$ cat src/rtl/actor_motion_ctrl.sv
// Sprite motion controller: grid-aligned turning, clamped movement, walk animation
// and a WAKE -> ALIVE -> DYING life cycle, all paced by startOfFrame.
module actor_motion_ctrl #(
    parameter int OBJECT_WIDTH_X = 32,
    parameter int OBJECT_HEIGHT_Y = 32,
    parameter int START_X = 32,
    parameter int START_Y = 160,
    parameter int MIN_X = 0,
    parameter int MAX_X = 607,
    parameter int MIN_Y = 32,
    parameter int MAX_Y = 447,
    parameter int GRID = 32,
    parameter int STEP = 2,
    parameter int NUM_FRAMES = 3,
    parameter int FRAME_DIV = 4,
    parameter int WAKE_FRAMES = 30,
    parameter int DEATH_FRAMES = 60
) (
    input  logic        clk,
    input  logic        resetN,
    input  logic        startOfFrame,
    input  logic        leftArrow,
    input  logic        rightArrow,
    input  logic        upArrow,
    input  logic        downArrow,
    input  logic        collision,
    input  logic [10:0] pixelX,
    input  logic [10:0] pixelY,
    output logic [10:0] topLeftX,
    output logic [10:0] topLeftY,
    output logic [1:0]  direction,
    output logic        awake,
    output logic        dying,
    output logic [2:0]  frame,
    output logic        insideRect,
    output logic [10:0] offsetX,
    output logic [10:0] offsetY,
    output logic [1:0]  dbg_state
);

    localparam int WCW = $clog2(WAKE_FRAMES + 1);
    localparam int DCW = $clog2(DEATH_FRAMES + 1);
    localparam int FDW = $clog2(FRAME_DIV + 1);
    localparam logic signed [12:0] C_MIN_X = 13'(MIN_X);
    localparam logic signed [12:0] C_MAX_X = 13'(MAX_X);
    localparam logic signed [12:0] C_MIN_Y = 13'(MIN_Y);
    localparam logic signed [12:0] C_MAX_Y = 13'(MAX_Y);
    localparam logic signed [12:0] C_STEP  = 13'(STEP);

    typedef enum logic [1:0] {
        S_WAKE  = 2'd0,
        S_ALIVE = 2'd1,
        S_DYING = 2'd2
    } state_t;

    state_t           r_state;
    state_t           w_next_state;
    logic [10:0]      r_tlx;
    logic [10:0]      r_tly;
    logic [1:0]       r_dir;
    logic [2:0]       r_frame;
    logic [FDW-1:0]   r_div;
    logic [WCW-1:0]   r_wake_cnt;
    logic [DCW-1:0]   r_death_cnt;
    logic             r_inside;
    logic [10:0]      r_offx;
    logic [10:0]      r_offy;

    logic             w_wake_done;
    logic             w_death_done;
    logic             w_req_valid;
    logic [1:0]       w_req_dir;
    logic [10:0]      w_grid_x;
    logic [10:0]      w_grid_y;
    logic             w_aligned;
    logic [1:0]       w_new_dir;
    logic signed [12:0] w_cx_s;
    logic signed [12:0] w_cy_s;
    logic signed [12:0] w_nx_s;
    logic signed [12:0] w_ny_s;
    logic [10:0]      w_nx;
    logic [10:0]      w_ny;
    logic             w_moving;
    logic             w_do_move;
    logic [11:0]      w_px12;
    logic [11:0]      w_py12;
    logic             w_inside;

    assign w_wake_done  = startOfFrame && (r_wake_cnt == WCW'(WAKE_FRAMES - 1));
    assign w_death_done = startOfFrame && (r_death_cnt == DCW'(DEATH_FRAMES - 1));

    always_ff @(posedge clk or negedge resetN) begin
        if (!resetN) begin
            r_state <= S_WAKE;
        end else begin
            r_state <= w_next_state;
        end
    end

    always_comb begin
        w_next_state = r_state;
        case (r_state)
            S_WAKE:  if (w_wake_done) w_next_state = S_ALIVE;
            S_ALIVE: if (collision) w_next_state = S_DYING;
            S_DYING: if (w_death_done) w_next_state = S_WAKE;
            default: w_next_state = S_WAKE;
        endcase
    end

    // Highest-priority arrow wins; a perpendicular turn waits for a grid corner.
    always_comb begin
        w_req_valid = rightArrow | leftArrow | upArrow | downArrow;
        if (rightArrow)     w_req_dir = 2'd0;
        else if (leftArrow) w_req_dir = 2'd1;
        else if (upArrow)   w_req_dir = 2'd2;
        else                w_req_dir = 2'd3;

        w_grid_x  = r_tlx - 11'(MIN_X);
        w_grid_y  = r_tly - 11'(MIN_Y);
        w_aligned = ((w_grid_x % 11'(GRID)) == 11'd0) && ((w_grid_y % 11'(GRID)) == 11'd0);
        w_new_dir = ((w_req_dir[1] == r_dir[1]) || w_aligned) ? w_req_dir : r_dir;

        w_cx_s = $signed({2'b00, r_tlx});
        w_cy_s = $signed({2'b00, r_tly});
        w_nx_s = w_cx_s;
        w_ny_s = w_cy_s;
        case (w_new_dir)
            2'd0:    w_nx_s = w_cx_s + C_STEP;
            2'd1:    w_nx_s = w_cx_s - C_STEP;
            2'd2:    w_ny_s = w_cy_s - C_STEP;
            default: w_ny_s = w_cy_s + C_STEP;
        endcase

        if (w_nx_s < C_MIN_X)      w_nx = 11'(MIN_X);
        else if (w_nx_s > C_MAX_X) w_nx = 11'(MAX_X);
        else                       w_nx = w_nx_s[10:0];
        if (w_ny_s < C_MIN_Y)      w_ny = 11'(MIN_Y);
        else if (w_ny_s > C_MAX_Y) w_ny = 11'(MAX_Y);
        else                       w_ny = w_ny_s[10:0];

        w_moving  = (w_nx != r_tlx) || (w_ny != r_tly);
        w_do_move = (r_state == S_ALIVE) && startOfFrame && !collision && w_req_valid;
    end

    always_comb begin
        w_px12   = {1'b0, pixelX};
        w_py12   = {1'b0, pixelY};
        w_inside = (w_px12 >= {1'b0, r_tlx}) && (w_px12 < ({1'b0, r_tlx} + 12'(OBJECT_WIDTH_X))) &&
                   (w_py12 >= {1'b0, r_tly}) && (w_py12 < ({1'b0, r_tly} + 12'(OBJECT_HEIGHT_Y)));
    end

    always_ff @(posedge clk or negedge resetN) begin
        if (!resetN) begin
            r_tlx       <= 11'(START_X);
            r_tly       <= 11'(START_Y);
            r_dir       <= 2'd0;
            r_frame     <= 3'd0;
            r_div       <= '0;
            r_wake_cnt  <= '0;
            r_death_cnt <= '0;
            r_inside    <= 1'b0;
            r_offx      <= 11'd0;
            r_offy      <= 11'd0;
        end else begin
            r_inside <= w_inside;
            r_offx   <= w_inside ? (pixelX - r_tlx) : 11'd0;
            r_offy   <= w_inside ? (pixelY - r_tly) : 11'd0;
            case (r_state)
                S_WAKE: begin
                    if (startOfFrame) begin
                        r_wake_cnt <= w_wake_done ? '0 : r_wake_cnt + WCW'(1);
                    end
                end
                S_ALIVE: begin
                    if (w_do_move) begin
                        r_tlx <= w_nx;
                        r_tly <= w_ny;
                        r_dir <= w_new_dir;
                        if (w_moving) begin
                            if (r_div == FDW'(FRAME_DIV - 1)) begin
                                r_div   <= '0;
                                r_frame <= (r_frame == 3'(NUM_FRAMES - 1)) ? 3'd0 : r_frame + 3'd1;
                            end else begin
                                r_div <= r_div + FDW'(1);
                            end
                        end
                    end
                end
                S_DYING: begin
                    if (w_death_done) begin
                        r_death_cnt <= '0;
                        r_tlx       <= 11'(START_X);
                        r_tly       <= 11'(START_Y);
                        r_dir       <= 2'd0;
                        r_frame     <= 3'd0;
                        r_div       <= '0;
                    end else if (startOfFrame) begin
                        r_death_cnt <= r_death_cnt + DCW'(1);
                    end
                end
                default: ;
            endcase
        end
    end

    assign topLeftX   = r_tlx;
    assign topLeftY   = r_tly;
    assign direction  = r_dir;
    assign frame      = r_frame;
    assign awake      = (r_state == S_ALIVE);
    assign dying      = (r_state == S_DYING);
    assign insideRect = r_inside;
    assign offsetX    = r_offx;
    assign offsetY    = r_offy;
    assign dbg_state  = r_state;

endmodule

$ cat config.mk
export PLATFORM = sky130hd
export DESIGN_NAME = actor_motion_ctrl
export DESIGN_NICKNAME = d
export VERILOG_FILES = /design/src/rtl/actor_motion_ctrl.sv
export SDC_FILE = /design/constraint.sdc
export NUM_CORES = 1
export LEC_CHECK = 0
export ABC_CLOCK_PERIOD_IN_PS = 4400
export BUFFER_PORTS_ARGS = -buffer_cell sky130_fd_sc_hd__buf_4
export CAP_MARGIN = 20
export CORE_ASPECT_RATIO = 0.8
export CORE_MARGIN = 8
export CORE_UTILIZATION = 25
export DETAILED_ROUTE_END_ITERATION = 8
export PLACE_DENSITY = 0.48
export REMOVE_ABC_BUFFERS = 1
export SYNTH_ARGS = -nofsm -noshare
export SYNTH_HDL_FRONTEND = slang
export SYNTH_SLANG_ARGS = --single-unit
$ cat constraint.sdc
create_clock -name clk -period 4.4 [get_ports clk]
set_clock_uncertainty 0.1 [all_clocks]
set_input_delay 1.1 -clock clk [delete_from_list [all_inputs] [get_ports clk]]
set_output_delay 1.1 -clock clk [all_outputs]
set_load 0.03 [all_outputs]
After elaboration in Yosys (flattened, before gate mapping)
Cells that the tools add are included.
W data, S select, Z words.
{"block": "word_totals", "regBits": 66, "inputBits": 30, "out_inout_bits": 54}
{"block": "op_classes", "n_addsub": 13, "order_cmp": 8, "eq_ne": 17, "n_mux": 37, "bitwise_logic": 3, "reduce_logical": 25}
{"cell": "$mux W11", "n": 10}
{"cell": "$pmux W13 S2", "n": 2}
{"cell": "$pmux W11 S2", "n": 2}
{"cell": "$add A11 B2 Y12 const B", "n": 2}
{"cell": "$add A11 B6 Y12 const B", "n": 2}
{"cell": "$lt A11 B12 Y1", "n": 2}
{"cell": "$mux W3", "n": 8}
{"cell": "$sub A11 B2 Y12 const B", "n": 2}
{"cell": "$ge A11 B11 Y1", "n": 2}
{"cell": "$logic_not A11 Y1", "n": 2}
{"cell": "$ne A11 B11 Y1", "n": 2}
{"cell": "$sub A11 B11 Y11", "n": 2}
{"cell": "$mux W2", "n": 7}
{"cell": "$gt A13 B10 Y1 const B", "n": 1}
{"cell": "$gt A13 B11 Y1 const B", "n": 1}
{"cell": "$lt A13 B1 Y1 const B", "n": 1}
{"cell": "$lt A13 B7 Y1 const B", "n": 1}
{"cell": "$mux W6", "n": 2}
{"cell": "$pmux W3 S2", "n": 2}
{"cell": "$logic_and A1 B1 Y1", "n": 9}
{"cell": "$ne A2 B1 Y1 const B", "n": 4}
{"cell": "$add A3 B1 Y3 const B", "n": 2}
{"cell": "$add A6 B1 Y6 const B", "n": 1}
{"cell": "$eq A3 B2 Y1 const B", "n": 2}
{"cell": "22 further kinds", "n": 32}

Logic depth before layout (Yosys ltp)
{"block": "depth", "word_depth": 17, "mapped_depth": 17, "depth_no_buf": 16}

Least setup slack after synthesis
No wires, ideal clock.
{"block": "synth_timing", "path_kind": "input to register", "start": "input port leftArrow", "end": "register r_div[0]", "setup_ns": 0.110, "arrival_ns": 4.525, "t_required_ns": 4.190, "path_slack_ns": -0.335, "stages": 14, "cell_sequence": "nor2_1 -> xor2_1 -> and3_2 -> buf_2 -> buf_2 -> nor3_1 -> a311oi_1 -> nand2_1 -> or4_1 -> a31oi_1 -> o22ai_1 -> or4_4 -> o31a_1 -> o41ai_1"}
{"block": "synth_between", "elab_chain_cells": 15}
{"item": "start: declaration", "line_no": "22", "rtl": "input logic leftArrow,"}
{"item": "$mux W2", "line_no": "114", "rtl": "else if (leftArrow) w_req_dir = 2'd1;"}
{"item": "$mux W2", "line_no": "113", "rtl": "if (rightArrow) w_req_dir = 2'd0;"}
{"item": "$eq A1 B1 Y1", "line_no": "121", "rtl": "w_new_dir = ((w_req_dir[1] == r_dir[1]) || w_aligned) ? w_req_dir : r_dir;"}
{"item": "$logic_or A1 B1 Y1", "line_no": "121"}
{"item": "$mux W2", "line_no": "121"}
{"item": "$eq A2 B1 Y1 / $logic_not A2 Y1 (equally long branches)", "line_no": "127", "rtl": "case (w_new_dir)"}
{"item": "$reduce_or A2 Y1 (no line)"}
{"item": "$pmux W13 S2", "line_no": "127"}
{"item": "$gt A13 B10 Y1", "line_no": "138", "rtl": "else if (w_ny_s > C_MAX_Y) w_ny = 11'(MAX_Y);"}
{"item": "$mux W11", "line_no": "138"}
{"item": "$mux W11", "line_no": "137", "rtl": "if (w_ny_s < C_MIN_Y) w_ny = 11'(MIN_Y);"}
{"item": "$ne A11 B11 Y1", "line_no": "141", "rtl": "w_moving = (w_nx != r_tlx) || (w_ny != r_tly);"}
{"item": "$logic_or A1 B1 Y1", "line_no": "141"}
{"item": "$ne A2 B1 Y1 (no line)"}
{"item": "$reduce_and A4 Y1 (no line) *"}
{"item": "end signal: assignment", "line_no": "184", "rtl": "r_div <= r_div + FDW'(1);"}
{"item": "end: declaration", "line_no": "62", "rtl": "logic [FDW-1:0] r_div;"}
Mark *: on every way between the ends. The rest lies on a longest branch, timed or not.
A chain may end at the register's enable or synchronous reset.

Final worst setup path
Same ends and word-level chain as after synthesis.

==> impl_table.tex <==
\begin{tabular}{lr}
\hline
Metric & Value \\
\hline
\multicolumn{2}{l}{\textbf{Floorplanning}} \\
Placement row count & 51 \\
Core region area & 24100 um2 \\
I/O pin cnt & 84 \\
Die Outline Area & 29500 um2 \\
Die width & 190 um \\
Initial cell density of the core & 25.2\% \\
Die Ht & 155 um \\
\multicolumn{2}{l}{\textbf{Setup path}} \\
CP Data Required Time & 4.53 ns \\
Worst Path Class, Setup & in -> reg \\
Capturing element type of the critical path & register \\
Worst path max stage delay & 0.60 ns \\
Count of buffer and inverter cells on the critical path & 3 \\
Critical-path maximum fanout & 4 \\
Cell at the slowest stage of the critical path & sky130\_fd\_sc\_hd\_\_or4\_4 \\
Startpoint kind of the worst setup timing path & primary input \\
Family of cells with the greatest summed delay on the critical path & simple AND/OR/NAND/NOR gates \\
Signal arrival time at the worst endpoint & 4.61 ns \\
Critical Path, Cell by Cell & buf\_6 > nor2\_4 > xor2\_2 > buf\_4 > a221oi\_4 > buf\_6 > or4\_4 > and3\_4 > or3\_4 > nand2\_2 > o211ai\_1 > or4b\_4 > or4\_4 > o31a\_1 > o41ai\_2 \\
\multicolumn{2}{l}{\textbf{Synth}} \\
Most common flop cell mapped by yosys & sky130\_fd\_sc\_hd\_\_dfrtp\_1 \\
Number of synthesized flops with an enable pin & 0 \\
Share of async-settable or async-resettable flops after synthesis & 100\% \\
Syn Inst Count & 739 \\
Count of distinct cell types in the synthesized netlist & 77 \\
Synth warn & 0 \\
Commonest cells post-synth & sky130\_fd\_sc\_hd\_\_o21ai\_0, sky130\_fd\_sc\_hd\_\_dfrtp\_1, sky130\_fd\_sc\_hd\_\_inv\_1, sky130\_fd\_sc\_hd\_\_ha\_1, sky130\_fd\_sc\_hd\_\_nand2\_1 \\
Main area contributors after synthesis & sky130\_fd\_sc\_hd\_\_dfrtp\_1, sky130\_fd\_sc\_hd\_\_ha\_1, sky130\_fd\_sc\_hd\_\_o21ai\_0 \\
Netlist Area Pre-Place & 6060 um2 \\
Proportion of netlist area held by the largest area contributor & 26.0\% \\
\#FFs+latches synth & 66 \\
Proportion of synthesized chip area in sequential cells & 27.3\% \\
Average size of a mapped cell & 8.21 um2 \\
Library cell occupying the most area in the post-synthesis netlist & sky130\_fd\_sc\_hd\_\_dfrtp\_1 \\
Count leader, synth & sky130\_fd\_sc\_hd\_\_o21ai\_0 \\
\multicolumn{2}{l}{\textbf{Global route}} \\
Largest net degree at the start of global routing & 67 \\
Via count of the first global-routing pass & 6288 \\
GRT Overall Usage & 15.7\% \\
Remaining Overflow, GRT & 0 \\
Global-route wire length before repair & 36700 um \\
Antenna violations before repair & 0 \\
\multicolumn{2}{l}{\textbf{Clock tree}} \\
Number of levels in the clock H-tree & 3 \\
Clock slew at reported path FFs & 0.06 ns \\
Total CTS buffers & 9 \\
Clock tree from TritonCTS & yes \\
Clock latency on the worst-skew pair & 0.34 ns \\
Buffer levels on the longest clock path & 2 \\
TritonCTS Sinks & 66 \\
Cell chosen for the clock root & sky130\_fd\_sc\_hd\_\_clkbuf\_16 \\
\multicolumn{2}{l}{\textbf{Detailed routing}} \\
Antenna Nets Post-Route & 0 \\
Routed vias & 6548 \\
Wire length per cell & 18.7 um \\
Iteration-0 DRC Markers & 473 \\
Total Wirelength & 23800 um \\
Mean number of vias per cell & 5.15 \\
TritonRoute pass-1 iters & 5 \\
Number of remaining DRC errors & 0 \\
\multicolumn{2}{l}{\textbf{Timing}} \\
Slew at the pin closest to its max-slew limit & 0.911 ns \\
Final period demand of the worst path & 4.48 ns \\
Crit path setup slack, layout & -0.0759 ns \\
Unrepaired setup endpoints after global routing & yes \\
Highest attainable clock frequency & 223 MHz \\
Final number of setup-violating endpoints & 4 \\
Final clock period utilization by the worst path & 102\% \\
Max-slew headroom & 39.3\% \\
Sum of negative setup slack & -0.111 ns \\
Final number of hold-violating endpoints & 0 \\
Pins Over Slew Limit & 0 \\
\multicolumn{2}{l}{\textbf{Place}} \\
Routability-driven placement congestion ratio & 0.895 \\
Setup slack after placement & -0.598 ns \\
Number of port buffers & 83 \\
Half-perimeter wire length after placement & 18500 um \\
\multicolumn{2}{l}{\textbf{Cells and area}} \\
Number of diodes & 0 \\
Layout area overhead & 41.8\% \\
Filler Cells Inserted & 2563 \\
Nets & 1029 \\
Ratio of cells with drive above 1 in the final layout & 32.5\% \\
\multicolumn{2}{l}{\textbf{Job}} \\
Max-capacitance violation count & 0 \\
\multicolumn{2}{l}{\textbf{Power}} \\
Power per unit of standard cell area & 242 nW/um2 \\
VDD IR max & 0.187 mV \\
Leak Pwr & 0.00398 uW \\
\multicolumn{2}{l}{\textbf{Min path}} \\
Kind of path behind the tightest hold check & reg -> reg \\
\multicolumn{2}{l}{\textbf{Status}} \\
Failing checks & setup timing \\
Run status & finished with violations \\
\hline
\end{tabular}
-- repair_timing --
action                                  in CTS  in global routing
gates resized for setup                     26                 35
setup buffers                                7                  4
hold buffers                                 0                  0
endpoints found under the setup margin       6                  6
pin swaps                                    6                 21
-- final timing paths --
| kind | startpoint | endpoint | slack, ns | cells past startpoint |
|---|---|---|---|---|
| worst max-delay path | leftArrow | r_div[0] | -0.08 | 15 |
| worst min-delay path | r_div[2] | r_div[2] | 0.39 | 1 |
| max in group asynchronous | resetN | topLeftX[1] | 2.75 | 1 |
| worst min register to register | r_div[2] | r_div[2] | 0.39 | 1 |
| worst max register to register | topLeftX[1] | r_div[0] | -0.04 | 15 |
| min in group asynchronous | resetN | offsetY[1] | 0.79 | 1 |
-- worst reg2reg max path: stages (launching register included) --
cell                        delay, ns
sky130_fd_sc_hd__dfrtp_2         0.45
sky130_fd_sc_hd__or4_4           0.57
sky130_fd_sc_hd__buf_4           0.18
sky130_fd_sc_hd__o31ai_4         0.24
sky130_fd_sc_hd__and2_4          0.24
sky130_fd_sc_hd__buf_6           0.16
sky130_fd_sc_hd__o211ai_2        0.12
sky130_fd_sc_hd__a2111oi_2       0.30
sky130_fd_sc_hd__buf_4           0.17
sky130_fd_sc_hd__o31ai_1         0.08
sky130_fd_sc_hd__nand2_2         0.08
sky130_fd_sc_hd__o211ai_1        0.09
sky130_fd_sc_hd__or4b_4          0.57
sky130_fd_sc_hd__or4_4           0.60
sky130_fd_sc_hd__o31a_1          0.34
sky130_fd_sc_hd__o41ai_2         0.05
-- per-layer routing --
metal | vias to the layer above | track usage (%) | routed length [um]
met5 | - | 0 | 0
met4 | 0 | 2.62 | 265
met3 | 18 | 4.00 | 2030
met2 | 258 | 21.5 | 9260
met1 | 3116 | 24.3 | 12200
li1 | 3156 | - | -
-- kinds of logic (layout without fill, tap and decap cells) --
| logic type | count (synthesis) | in the layout | share of synthesized area (%) |
|---|---|---|---|
| muxes | 7 | 7 | 1.20 |
| adders and majority gates | 50 | 50 | 10.6 |
| xor gates and xnor gates | 31 | 31 | 4.48 |
| AOI/OAI and AO/OA | 225 | 225 | 24.9 |
| and+or+nand+nor | 273 | 273 | 24.7 |
| buffers and inverters | 87 | 302 | 6.89 |
| DFF | 66 | 66 | 27.3 |
-- placed cells by master, fill, tap and decap left out, types with 8 or more instances in the layout --
master,instances
sky130_fd_sc_hd__buf_4,220
sky130_fd_sc_hd__dfrtp_1,62
sky130_fd_sc_hd__o21ai_0,60
sky130_fd_sc_hd__inv_1,53
sky130_fd_sc_hd__ha_1,48
sky130_fd_sc_hd__nand2_1,46
sky130_fd_sc_hd__nor2_1,45
sky130_fd_sc_hd__a21oi_1,42
sky130_fd_sc_hd__nand3_1,27
sky130_fd_sc_hd__nor3_1,24
sky130_fd_sc_hd__nand4_1,20
sky130_fd_sc_hd__a21o_1,20
sky130_fd_sc_hd__and2_1,20
sky130_fd_sc_hd__xnor2_1,19
sky130_fd_sc_hd__and3_1,12
sky130_fd_sc_hd__xor2_1,11
sky130_fd_sc_hd__a211o_1,10
sky130_fd_sc_hd__nor4_1,9
sky130_fd_sc_hd__or3_1,9
sky130_fd_sc_hd__clkbuf_16,9
sky130_fd_sc_hd__buf_6,9
sky130_fd_sc_hd__nand2b_1,8
sky130_fd_sc_hd__a31oi_1,8
sky130_fd_sc_hd__o211ai_1,8
sky130_fd_sc_hd__o21ai_1,8
-- flip-flops by register name, summed over array words and instances (netlist names) --
name	flops
dbg_state	2
direction	2
frame	3
insideRect	1
offsetX	11
offsetY	11
r_death_cnt	6
r_div	3
r_wake_cnt	5
topLeftX	11
topLeftY	11
-- report_power, final --
group	leakage (uW)	internal (uW)	switching, uW
Combinational	0.00302	274	335
Sequential	0.000829	664	57.4
Clock	0.000135	441	313
-- per-stage QoR --
step	std cells	cell area, um2	utilization (%)	hold WS, ns	total power [uW]
2_1_floorplan	705	5850	-	0.357	1040
3_3_place_gp	1246	7960	33.1	0.368	1310
3_5_place_dp	1246	7960	33.1	0.378	1310
4_1_cts	1268	8410	35.0	0.393	2090
5_1_grt	1272	8600	35.7	0.412	2210
6_report	1272	8600	35.7	0.390	2080
-- final cells by class --
cell class | instances | area [um2] | share of cell area [%]
Clock buffer | 10 | 229 | 2.66
Clock inverter | 6 | 66.3 | 0.771
Inverter | 53 | 199 | 2.31
Multi-Input combinational cell | 586 | 4220 | 49.1
Sequential cell | 66 | 1660 | 19.3
Tap cell | 318 | 398 | 4.63
Timing Repair Buffer | 233 | 1830 | 21.3
No activity file was read; power rests on OpenSTA's default activity.
